[src/rtl/axi_llc_miss_router.sv]
// LLC routing stage: buffers one looked-up descriptor and steers it to the hit or miss
// pipeline using the tag result and the miss-counter ordering verdict; keeps perf counters.
module axi_llc_miss_router #(
    parameter int unsigned IdWidth      = 4,
    parameter int unsigned PayloadWidth = 64,
    parameter int unsigned PerfCntWidth = 32
) (
    input  logic                    clk_i,
    input  logic                    rst_i,
    input  logic                    desc_valid_i,
    output logic                    desc_ready_o,
    input  logic [IdWidth-1:0]      desc_id_i,
    input  logic                    desc_rw_i,
    input  logic                    desc_miss_i,
    input  logic [PayloadWidth-1:0] desc_payload_i,
    output logic                    hit_valid_o,
    input  logic                    hit_ready_i,
    output logic [IdWidth-1:0]      hit_id_o,
    output logic                    hit_rw_o,
    output logic [PayloadWidth-1:0] hit_payload_o,
    output logic                    miss_valid_o,
    input  logic                    miss_ready_i,
    output logic [IdWidth-1:0]      miss_id_o,
    output logic                    miss_rw_o,
    output logic [PayloadWidth-1:0] miss_payload_o,
    output logic [IdWidth-1:0]      cnt_up_id_o,
    output logic                    cnt_up_rw_o,
    output logic                    cnt_up_valid_o,
    input  logic                    to_miss_i,
    input  logic                    stall_i,
    input  logic                    done_valid_i,
    input  logic [IdWidth-1:0]      done_id_i,
    input  logic                    done_rw_i,
    output logic [IdWidth-1:0]      cnt_down_id_o,
    output logic                    cnt_down_rw_o,
    output logic                    cnt_down_valid_o,
    input  logic                    perf_clear_i,
    output logic [PerfCntWidth-1:0] perf_hit_o,
    output logic [PerfCntWidth-1:0] perf_miss_o,
    output logic [PerfCntWidth-1:0] perf_forced_o
);

    function automatic logic [PerfCntWidth-1:0] sat_inc(input logic [PerfCntWidth-1:0] v);
        if (&v) begin
            return v;
        end else begin
            return v + {{(PerfCntWidth-1){1'b0}}, 1'b1};
        end
    endfunction

    logic                    s_valid_q, s_valid_d;
    logic [IdWidth-1:0]      s_id_q, s_id_d;
    logic                    s_rw_q, s_rw_d;
    logic                    s_miss_q, s_miss_d;
    logic [PayloadWidth-1:0] s_payload_q, s_payload_d;

    logic                    hit_valid_q, hit_valid_d;
    logic [IdWidth-1:0]      hit_id_q, hit_id_d;
    logic                    hit_rw_q, hit_rw_d;
    logic [PayloadWidth-1:0] hit_payload_q, hit_payload_d;

    logic                    miss_valid_q, miss_valid_d;
    logic [IdWidth-1:0]      miss_id_q, miss_id_d;
    logic                    miss_rw_q, miss_rw_d;
    logic [PayloadWidth-1:0] miss_payload_q, miss_payload_d;

    logic                    down_valid_q, down_valid_d;
    logic [IdWidth-1:0]      down_id_q, down_id_d;
    logic                    down_rw_q, down_rw_d;

    logic [PerfCntWidth-1:0] perf_hit_q, perf_hit_d;
    logic [PerfCntWidth-1:0] perf_miss_q, perf_miss_d;
    logic [PerfCntWidth-1:0] perf_forced_q, perf_forced_d;

    logic route_miss_s, hit_free_s, miss_free_s;
    logic hit_fire_s, miss_fire_s, s_fire_s, load_s;

    // Routing decision and handshakes; the verdict for S arrives combinationally via to_miss_i.
    always_comb begin
        route_miss_s = s_miss_q | to_miss_i;
        hit_free_s   = ~hit_valid_q | hit_ready_i;
        miss_free_s  = ~miss_valid_q | miss_ready_i;
        hit_fire_s   = s_valid_q & ~route_miss_s & hit_free_s;
        miss_fire_s  = s_valid_q & route_miss_s & miss_free_s & ~stall_i;
        s_fire_s     = hit_fire_s | miss_fire_s;
        load_s       = desc_valid_i & (~s_valid_q | s_fire_s);
    end

    assign desc_ready_o   = ~s_valid_q | s_fire_s;
    assign cnt_up_id_o    = s_id_q;
    assign cnt_up_rw_o    = s_rw_q;
    assign cnt_up_valid_o = miss_fire_s;

    // Next state of the input entry and both output registers.
    always_comb begin
        s_valid_d      = s_valid_q;
        s_id_d         = s_id_q;
        s_rw_d         = s_rw_q;
        s_miss_d       = s_miss_q;
        s_payload_d    = s_payload_q;
        hit_valid_d    = hit_valid_q;
        hit_id_d       = hit_id_q;
        hit_rw_d       = hit_rw_q;
        hit_payload_d  = hit_payload_q;
        miss_valid_d   = miss_valid_q;
        miss_id_d      = miss_id_q;
        miss_rw_d      = miss_rw_q;
        miss_payload_d = miss_payload_q;

        if (load_s) begin
            s_valid_d   = 1'b1;
            s_id_d      = desc_id_i;
            s_rw_d      = desc_rw_i;
            s_miss_d    = desc_miss_i;
            s_payload_d = desc_payload_i;
        end else if (s_fire_s) begin
            s_valid_d = 1'b0;
        end else begin
            s_valid_d = s_valid_q;
        end

        if (hit_fire_s) begin
            hit_valid_d   = 1'b1;
            hit_id_d      = s_id_q;
            hit_rw_d      = s_rw_q;
            hit_payload_d = s_payload_q;
        end else if (hit_ready_i) begin
            hit_valid_d = 1'b0;
        end else begin
            hit_valid_d = hit_valid_q;
        end

        if (miss_fire_s) begin
            miss_valid_d   = 1'b1;
            miss_id_d      = s_id_q;
            miss_rw_d      = s_rw_q;
            miss_payload_d = s_payload_q;
        end else if (miss_ready_i) begin
            miss_valid_d = 1'b0;
        end else begin
            miss_valid_d = miss_valid_q;
        end
    end

    // Count-down is a straight one-cycle copy of done, so no beat can be lost.
    always_comb begin
        down_valid_d = done_valid_i;
        down_id_d    = done_id_i;
        down_rw_d    = done_rw_i;
    end

    // Saturating perf counters; clear wins over increment.
    always_comb begin
        perf_hit_d    = perf_hit_q;
        perf_miss_d   = perf_miss_q;
        perf_forced_d = perf_forced_q;
        if (perf_clear_i) begin
            perf_hit_d    = {PerfCntWidth{1'b0}};
            perf_miss_d   = {PerfCntWidth{1'b0}};
            perf_forced_d = {PerfCntWidth{1'b0}};
        end else begin
            if (hit_fire_s) begin
                perf_hit_d = sat_inc(perf_hit_q);
            end else begin
                perf_hit_d = perf_hit_q;
            end
            if (miss_fire_s & s_miss_q) begin
                perf_miss_d = sat_inc(perf_miss_q);
            end else begin
                perf_miss_d = perf_miss_q;
            end
            if (miss_fire_s & ~s_miss_q) begin
                perf_forced_d = sat_inc(perf_forced_q);
            end else begin
                perf_forced_d = perf_forced_q;
            end
        end
    end

    // State registers; reset discards any descriptor in flight.
    always_ff @(posedge clk_i or posedge rst_i) begin
        if (rst_i) begin
            s_valid_q      <= 1'b0;
            s_id_q         <= {IdWidth{1'b0}};
            s_rw_q         <= 1'b0;
            s_miss_q       <= 1'b0;
            s_payload_q    <= {PayloadWidth{1'b0}};
            hit_valid_q    <= 1'b0;
            hit_id_q       <= {IdWidth{1'b0}};
            hit_rw_q       <= 1'b0;
            hit_payload_q  <= {PayloadWidth{1'b0}};
            miss_valid_q   <= 1'b0;
            miss_id_q      <= {IdWidth{1'b0}};
            miss_rw_q      <= 1'b0;
            miss_payload_q <= {PayloadWidth{1'b0}};
            down_valid_q   <= 1'b0;
            down_id_q      <= {IdWidth{1'b0}};
            down_rw_q      <= 1'b0;
            perf_hit_q     <= {PerfCntWidth{1'b0}};
            perf_miss_q    <= {PerfCntWidth{1'b0}};
            perf_forced_q  <= {PerfCntWidth{1'b0}};
        end else begin
            s_valid_q      <= s_valid_d;
            s_id_q         <= s_id_d;
            s_rw_q         <= s_rw_d;
            s_miss_q       <= s_miss_d;
            s_payload_q    <= s_payload_d;
            hit_valid_q    <= hit_valid_d;
            hit_id_q       <= hit_id_d;
            hit_rw_q       <= hit_rw_d;
            hit_payload_q  <= hit_payload_d;
            miss_valid_q   <= miss_valid_d;
            miss_id_q      <= miss_id_d;
            miss_rw_q      <= miss_rw_d;
            miss_payload_q <= miss_payload_d;
            down_valid_q   <= down_valid_d;
            down_id_q      <= down_id_d;
            down_rw_q      <= down_rw_d;
            perf_hit_q     <= perf_hit_d;
            perf_miss_q    <= perf_miss_d;
            perf_forced_q  <= perf_forced_d;
        end
    end

    assign hit_valid_o      = hit_valid_q;
    assign hit_id_o         = hit_id_q;
    assign hit_rw_o         = hit_rw_q;
    assign hit_payload_o    = hit_payload_q;
    assign miss_valid_o     = miss_valid_q;
    assign miss_id_o        = miss_id_q;
    assign miss_rw_o        = miss_rw_q;
    assign miss_payload_o   = miss_payload_q;
    assign cnt_down_valid_o = down_valid_q;
    assign cnt_down_id_o    = down_id_q;
    assign cnt_down_rw_o    = down_rw_q;
    assign perf_hit_o       = perf_hit_q;
    assign perf_miss_o      = perf_miss_q;
    assign perf_forced_o    = perf_forced_q;

endmodule
[config.mk]
export PLATFORM = sky130hd
export DESIGN_NAME = axi_llc_miss_router
export DESIGN_NICKNAME = d
export VERILOG_FILES = /design/src/rtl/axi_llc_miss_router.sv
export SDC_FILE = /design/constraint.sdc
export NUM_CORES = 1
export LEC_CHECK = 0
export ABC_AREA = 1
export CAP_MARGIN = 10
export CORE_ASPECT_RATIO = 0.9
export CORE_UTILIZATION = 65
export DETAILED_ROUTE_END_ITERATION = 16
export DONT_BUFFER_PORTS = 1
export GPL_ROUTABILITY_DRIVEN = 0
export HOLD_SLACK_MARGIN = 0.15
export PLACE_DENSITY = 0.84
export SYNTH_ARGS = -nofsm -noshare
export SYNTH_HDL_FRONTEND = slang
export SYNTH_SLANG_ARGS = --single-unit
[constraint.sdc]
create_clock -name clk_i -period 31.7 [get_ports clk_i]
set_clock_uncertainty 0.05 [all_clocks]
set_input_delay 7.925 -clock clk_i [delete_from_list [all_inputs] [get_ports clk_i]]
set_output_delay 7.925 -clock clk_i [all_outputs]
set_load 0.02 [all_outputs]
==> run metrics, run 1 <==
fin nets roughly 1800; TNS Setup 0 ns; most frequent cells in the layout nand2_1, dfrtp_1, nor2_1, inv_1, o21ai_0; Fin. Hold Viols 0; post-CTS setup repair buffer count 0; detailed-router iteration count before antenna repair 5; Hold Path Class reg2reg; largest net degree at the start of global routing around 180; CTS tree done; via count 11500; critical path class in2out; CP Cell Sequence nor2_1 > nand3_4 > nand3_2; Resized Gates After CTS 0; I/O pin count roughly 330; Avg Cell Area, Syn about 8.3 sq um; #FFs+latches synth roughly 310; final setup fails 0; reg2reg path depth 7; Post-synth top flop dfrtp_1; CP max FO around 70; Hold-fix buffers, CTS 0; actual slew at the worst max-slew pin approximately 1.0 ns; total gr overflow 0; Worst path max stage delay roughly 0.58 ns; RSZ-0062 raised after global routing false; clock power share 27.1%; Syn Inst Count between 1500 and 2000; Antenna Violating Nets Remaining 0; residual DRC count 0; Die W between 150 and 200 um; cell row count 51; Tot GR Track Use 30.4%; YS warnings 0; Startpoint Class input pin; CTS root buf clkbuf_16; Final Cycle Share between 50% and 60%; number of library cell types mapped by synthesis 29; Sw Ratio 39.9%; metal1 wirelength roughly 14000 um; drt via density around 5.7; Die Y around 140 um; cts bufs inserted 31; Ant. Diodes 0; Post-DP HPWL roughly 23000 um; final hold slack 0.466 ns; slew margin rel. roughly a third; met3 routed WL around 3400 um; Max Used Layer met4; Comb pwr share between 10% and 20%; clock buffer depth 3; asr flop ratio synth 100%; global-route wire length before repair ~56000 um; Switching Power 0.566 mW; die area 22900 sq um; CP max-delay cell nand3_4; Leakage approximately 7.1 nW; most common cell after layout, fill and taps aside nand2_1; Final Critical Period 17.23 ns; Reg power frac a little over half; Hold Path Depth 2; drt total wl approximately 35000 um; number of flops mapped to enable cells by yosys 0; initial core utilization 66.6%; Cell Pwr Density approximately 90 nW/um^2; post-synthesis sequential area ratio 54.0%; worst skew pair latency around 0.56 ns; Worst EP required 23.73 ns; total core area 21800 sq um; maxcap violations 0; synthesized cell area 14500 sq um; Port Buffers 0; fin. max-slew vios 0; Internal Dissipation 0.851 mW; VDD IR max ~0.08 mV; TritonCTS Sinks roughly 310; wire length on met2 16600 um; fmax 0.0580 GHz; CP endpoint kind output pin; vias in the first global route approximately 11000; initial antenna violation count 0; status completed; clock transition at the registers of the reported paths 0.07 ns; Net Count, Synth 1828; share of cells above drive strength 1 10.4%; DRT iter0 DRCs 941; H-tree Lvls 1; WL/cell 17.3 um; crit path DAT a little over 9 ns; Area Growth Syn to Fin 8.02%
cell families after synthesis:
kind of cell / synth area share [%]
xor gates and xnor gates: 2.36
and+or+nand+nor: 24.2
DFF: 54.0
buffers and inverters: 6.90
AOI/OAI and AO/OA: 12.3
adders and majority gates: 0.259
through the flow:
step / worst slack, ns / cells / power, mW / utilization (%) / instance area, sq um
3_3_place_gp: 14.51 / 1972 / 1.01 / 66.9 / 14600
3_5_place_dp: 14.48 / 1972 / 1.03 / 66.9 / 14600
2_1_floorplan: 15.07 / 1741 / 0.949 / - / 14500
5_1_grt: 14.32 / 2030 / 1.49 / 72.0 / 15700
6_report: 14.47 / 2030 / 1.42 / 72.0 / 15700
4_1_cts: 14.44 / 2029 / 1.42 / 71.9 / 15600
power by group through the flow:
stage	clock, mW	sequential [mW]	combinational, mW
global placement	0	0.753	0.253
CTS	0.388	0.754	0.279
global route	0.404	0.766	0.316
detailed placement	0	0.757	0.274
finish	0.384	0.754	0.278
floorplan	0	0.717	0.231
synthesized netlist by cell type, types with 6 or more instances:
master    count  share of area, %
clkbuf_1     34              0.88
nor2_2       19              0.82
xor2_1       24               1.4
nand3_2       6              0.41
nand2_1     541                14
o21ai_0     145               5.0
buf_4         7              0.36
xnor2_1      15              0.91
nand3_1      71               2.5
o21ai_1      81               2.8
or2_2        14              0.60
dfrtp_1     313                54
nor2_1      188               4.9
buf_6        16               1.2
inv_1       158               4.1
a21oi_2      70               4.2
state kept, by name, summed over array words and instances, names as in the netlist, 4 cells and up:
name            cells
miss_id_o           4
cnt_up_id_o         4
hit_id_o            4
perf_hit_o         32
cnt_down_id_o       4
perf_forced_o      32
miss_payload_o     64
perf_miss_o        32
s_payload_q        64
hit_payload_o      64
worst max-delay path, delay by kind of cell:
family,cells,cell delay [ns]
and+or+nand+nor,3,1.32
layout make-up:
type | instances | area, sq um
Clock buffer | 44 | 895
Fill cell | 1553 | 6090
Inverter | 161 | 614
Timing Repair Buffer | 6 | 77.6
Clock inverter | 13 | 193
Sequential cell | 313 | 7830
Tap cell | 291 | 364
Multi-Input combinational cell | 1202 | 5690
layer usage:
layer	track usage, %	up-vias
met3	10.1	92
met2	49.8	489
met1	37.3	5496
met4	12.4	0
li1	-	5403
met5	0	-
worst paths after layout:
check                                     start                end  slack, ns
worst max-delay path                  to_miss_i       desc_ready_o      14.47
min in group asynchronous                 rst_i     cnt_up_id_o[3]       7.30
worst min-delay path            s_payload_q[36]    s_payload_q[36]       0.47
worst min register to register  s_payload_q[36]    s_payload_q[36]       0.47
max in group asynchronous                 rst_i  hit_payload_o[21]      22.76
worst max register to register      hit_valid_o    s_payload_q[59]      28.31
No activity file was read; power rests on OpenSTA's default activity.
==> run 2: changes to the inputs <==
--- a/config.mk
+++ b/config.mk
@@ -5,15 +5,15 @@
 export SDC_FILE = /design/constraint.sdc
 export NUM_CORES = 1
 export LEC_CHECK = 0
-export ABC_AREA = 1
+export ABC_AREA = 0
 export CAP_MARGIN = 10
 export CORE_ASPECT_RATIO = 0.9
-export CORE_UTILIZATION = 65
+export CORE_UTILIZATION = 63
 export DETAILED_ROUTE_END_ITERATION = 16
 export DONT_BUFFER_PORTS = 1
 export GPL_ROUTABILITY_DRIVEN = 0
 export HOLD_SLACK_MARGIN = 0.15
-export PLACE_DENSITY = 0.84
+export PLACE_DENSITY = 0.82
 export SYNTH_ARGS = -nofsm -noshare
 export SYNTH_HDL_FRONTEND = slang
 export SYNTH_SLANG_ARGS = --single-unit
==> constraint.sdc (replaced) <==
create_clock -name clk_i -period 17.8 [get_ports clk_i]
set_clock_uncertainty 0.05 [all_clocks]
set_input_delay 4.45 -clock clk_i [delete_from_list [all_inputs] [get_ports clk_i]]
set_output_delay 4.45 -clock clk_i [all_outputs]
set_load 0.02 [all_outputs]
==> run metrics, run 2 <==
status completed; Final Cycle Share 59.7%; total gr overflow 0; final setup fails 0; area occupied by multi-input gates roughly 5300 sq um; Tot GR Track Use a little under a third; post-CTS setup repair buffer count 0; Hold Path Class reg2reg; Port Buffers 0; synth cell count leaders dfrtp_1, nand2_1, mux2_2; fillers around 1400; crit path DAT 6.13 ns; global-route wire length before repair 51700 um; YS warnings 0; Die W around 160 um; Die Y approximately 140 um; die area approximately 22000 sq um; Leakage 6.25 nW; FF-to-FF Start s_miss_q; Yosys top cell area share 58.6%; CTS root buf clkbuf_16; CTS tree done; #FFs+latches synth 313; Resized Gates After CTS 0; number of library cell types mapped by synthesis 51; Avg Cell Area, Syn ~11 sq um; vias in the first global route 9600; post-synthesis sequential area ratio about three fifths; H-tree Lvls 2; Area Growth Syn to Fin 10.1%; fmax about 0.094 GHz; CP Cell Sequence nor2_1 > nand3_4 > nand3b_1; Startpoint Class input pin; synthesized cell area around 13000 sq um; via count approximately 9500; CP max FO 76; critical path class in2out; asr flop ratio synth between 90% and 100%; origin of the worst setup path to_miss_i; count leader, synth dfrtp_1; I/O pin count about 330; detailed-router iteration count before antenna repair 5; CP max-delay cell nand3_4; Syn Inst Count 1200; sequential cell area approximately 8000 sq um; most common cell after layout, fill and taps aside dfrtp_1; reg2reg path depth 5; worst skew pair latency 0.50 ns; Cell Pwr Density 167 nW/um^2; initial core utilization around 64%; TritonCTS Sinks 313; drt total wl roughly 33000 um; clock transition at the registers of the reported paths ~0.06 ns; maxcap violations 0; TNS Setup 0 ns; RSZ-0062 raised after global routing false; Synth area leaders dfrtp_1, mux2_2, nand2_1; Worst R2R End s_payload_q[11]; hold_sp s_payload_q[52]; Tot Pwr 2.47 mW; residual DRC count 0; post-synth top area cell dfrtp_1; initial antenna violation count 2; Net Count, Synth roughly 1300; slew margin rel. 20.3%; Core Util, Final between 70% and 80%; Antenna Violating Nets Remaining 0; CP endpoint kind output pin; largest net degree at the start of global routing approximately 170; final instance area between 10000 and 15000 sq um; most frequent cells in the layout dfrtp_1, nand2_1, mux2_2, a21oi_1, nor2_1; Final Critical Period ~11 ns; number of flops mapped to enable cells by yosys 0; Fin. Hold Viols 0; R2R Setup Slk roughly 14 ns; Area after DPL 13600 sq um; share of cells above drive strength 1 about 19%; VDD IR max approximately 0.13 mV; Setup crit end desc_ready_o; cell row count 50; Post-DP HPWL 20900 um; fin nets approximately 1300; Post-synth top flop dfrtp_1; Worst EP required approximately 13 ns; actual slew at the worst max-slew pin approximately 1.2 ns; Worst path max stage delay ~0.74 ns; Ant. Diodes 0; drt via density around 6.3; DRT iter0 DRCs ~950; total core area 20800 sq um; clock buffer depth 3; cts bufs inserted 34; WL/cell 21.7 um; Hold-fix buffers, CTS 0; fin. max-slew vios 0
## run 2: cell count changes in the layout (fill, tap and decap cells not counted), sizes merged, moves of 16 or more
cell / delta
nand4: +25
nor4: +17
or3: +38
nand2: -304
xor2: -16
o21ai: -192
inv: -143
nand3: -41
or4: +30
nor2b: +18
mux2: +154
o31ai: +26
nor2: -158
## run 2: final cells by class
class / instances / share of cell area (%)
inverters: 18 / 0.510
multi-input cells: 817 / 35.8
clock buffers: 53 / 7.36
clock inverters: 5 / 0.263
flip-flops and latches: 313 / 53.2
well taps: 286 / 2.43
repair buffers: 7 / 0.425
## run 2: logic make-up after synthesis
kind of cell	Yosys count	share of synthesized area, %
DFF	313	58.6
buffers and inverters	70	2.20
adders and majority gates	3	0.281
xor gates and xnor gates	19	1.24
muxes	157	13.2
AOI/OAI and AO/OA	136	6.04
and+or+nand+nor	502	18.5
## run 2: per-layer routing
metal / GRT usage (%) / share of wire, % / vias to the layer above
met3: 11.3 / 11 / 69
met4: 10.9 / 3.0 / 2
met5: 0 / 0.031 / -
met2: 50.6 / 50 / 436
met1: 35.7 / 36 / 4757
li1: - / - / 4216
## run 2: worst max-delay path, delay by kind of cell
kind | cells | cell delay [ns]
and+or+nand+nor | 3 | 1.66
## run 2: per-stage QoR
| stage | instances | setup WS [ns] | hold slack [ns] |
|---|---|---|---|
| after detailed placement | 1440 | 7.15 | 0.423 |
| after floorplan | 1200 | 4.64 | 0.401 |
| after CTS | 1498 | 7.15 | 0.437 |
| after global placement | 1440 | 7.19 | 0.414 |
| final | 1499 | 7.17 | 0.439 |
| after global routing | 1499 | 7.07 | 0.460 |
## run 2: how the worst min path moves through the flow
stage | end | slack [ns] | depth (start not counted)
6_report | hit_payload_o[52] | 0.44 | 2
2_1_floorplan | hit_payload_o[0] | 0.40 | 2
3_5_place_dp | hit_payload_o[16] | 0.42 | 2
5_1_grt | hit_payload_o[51] | 0.46 | 2
4_1_cts | hit_payload_o[53] | 0.44 | 2
3_3_place_gp | hit_payload_o[1] | 0.41 | 2
## run 2: report_power, final
group	switching (mW)	internal (mW)
clock network	0.274	0.418
logic	0.197	0.204
registers	0.419	0.953
total	0.891	1.57
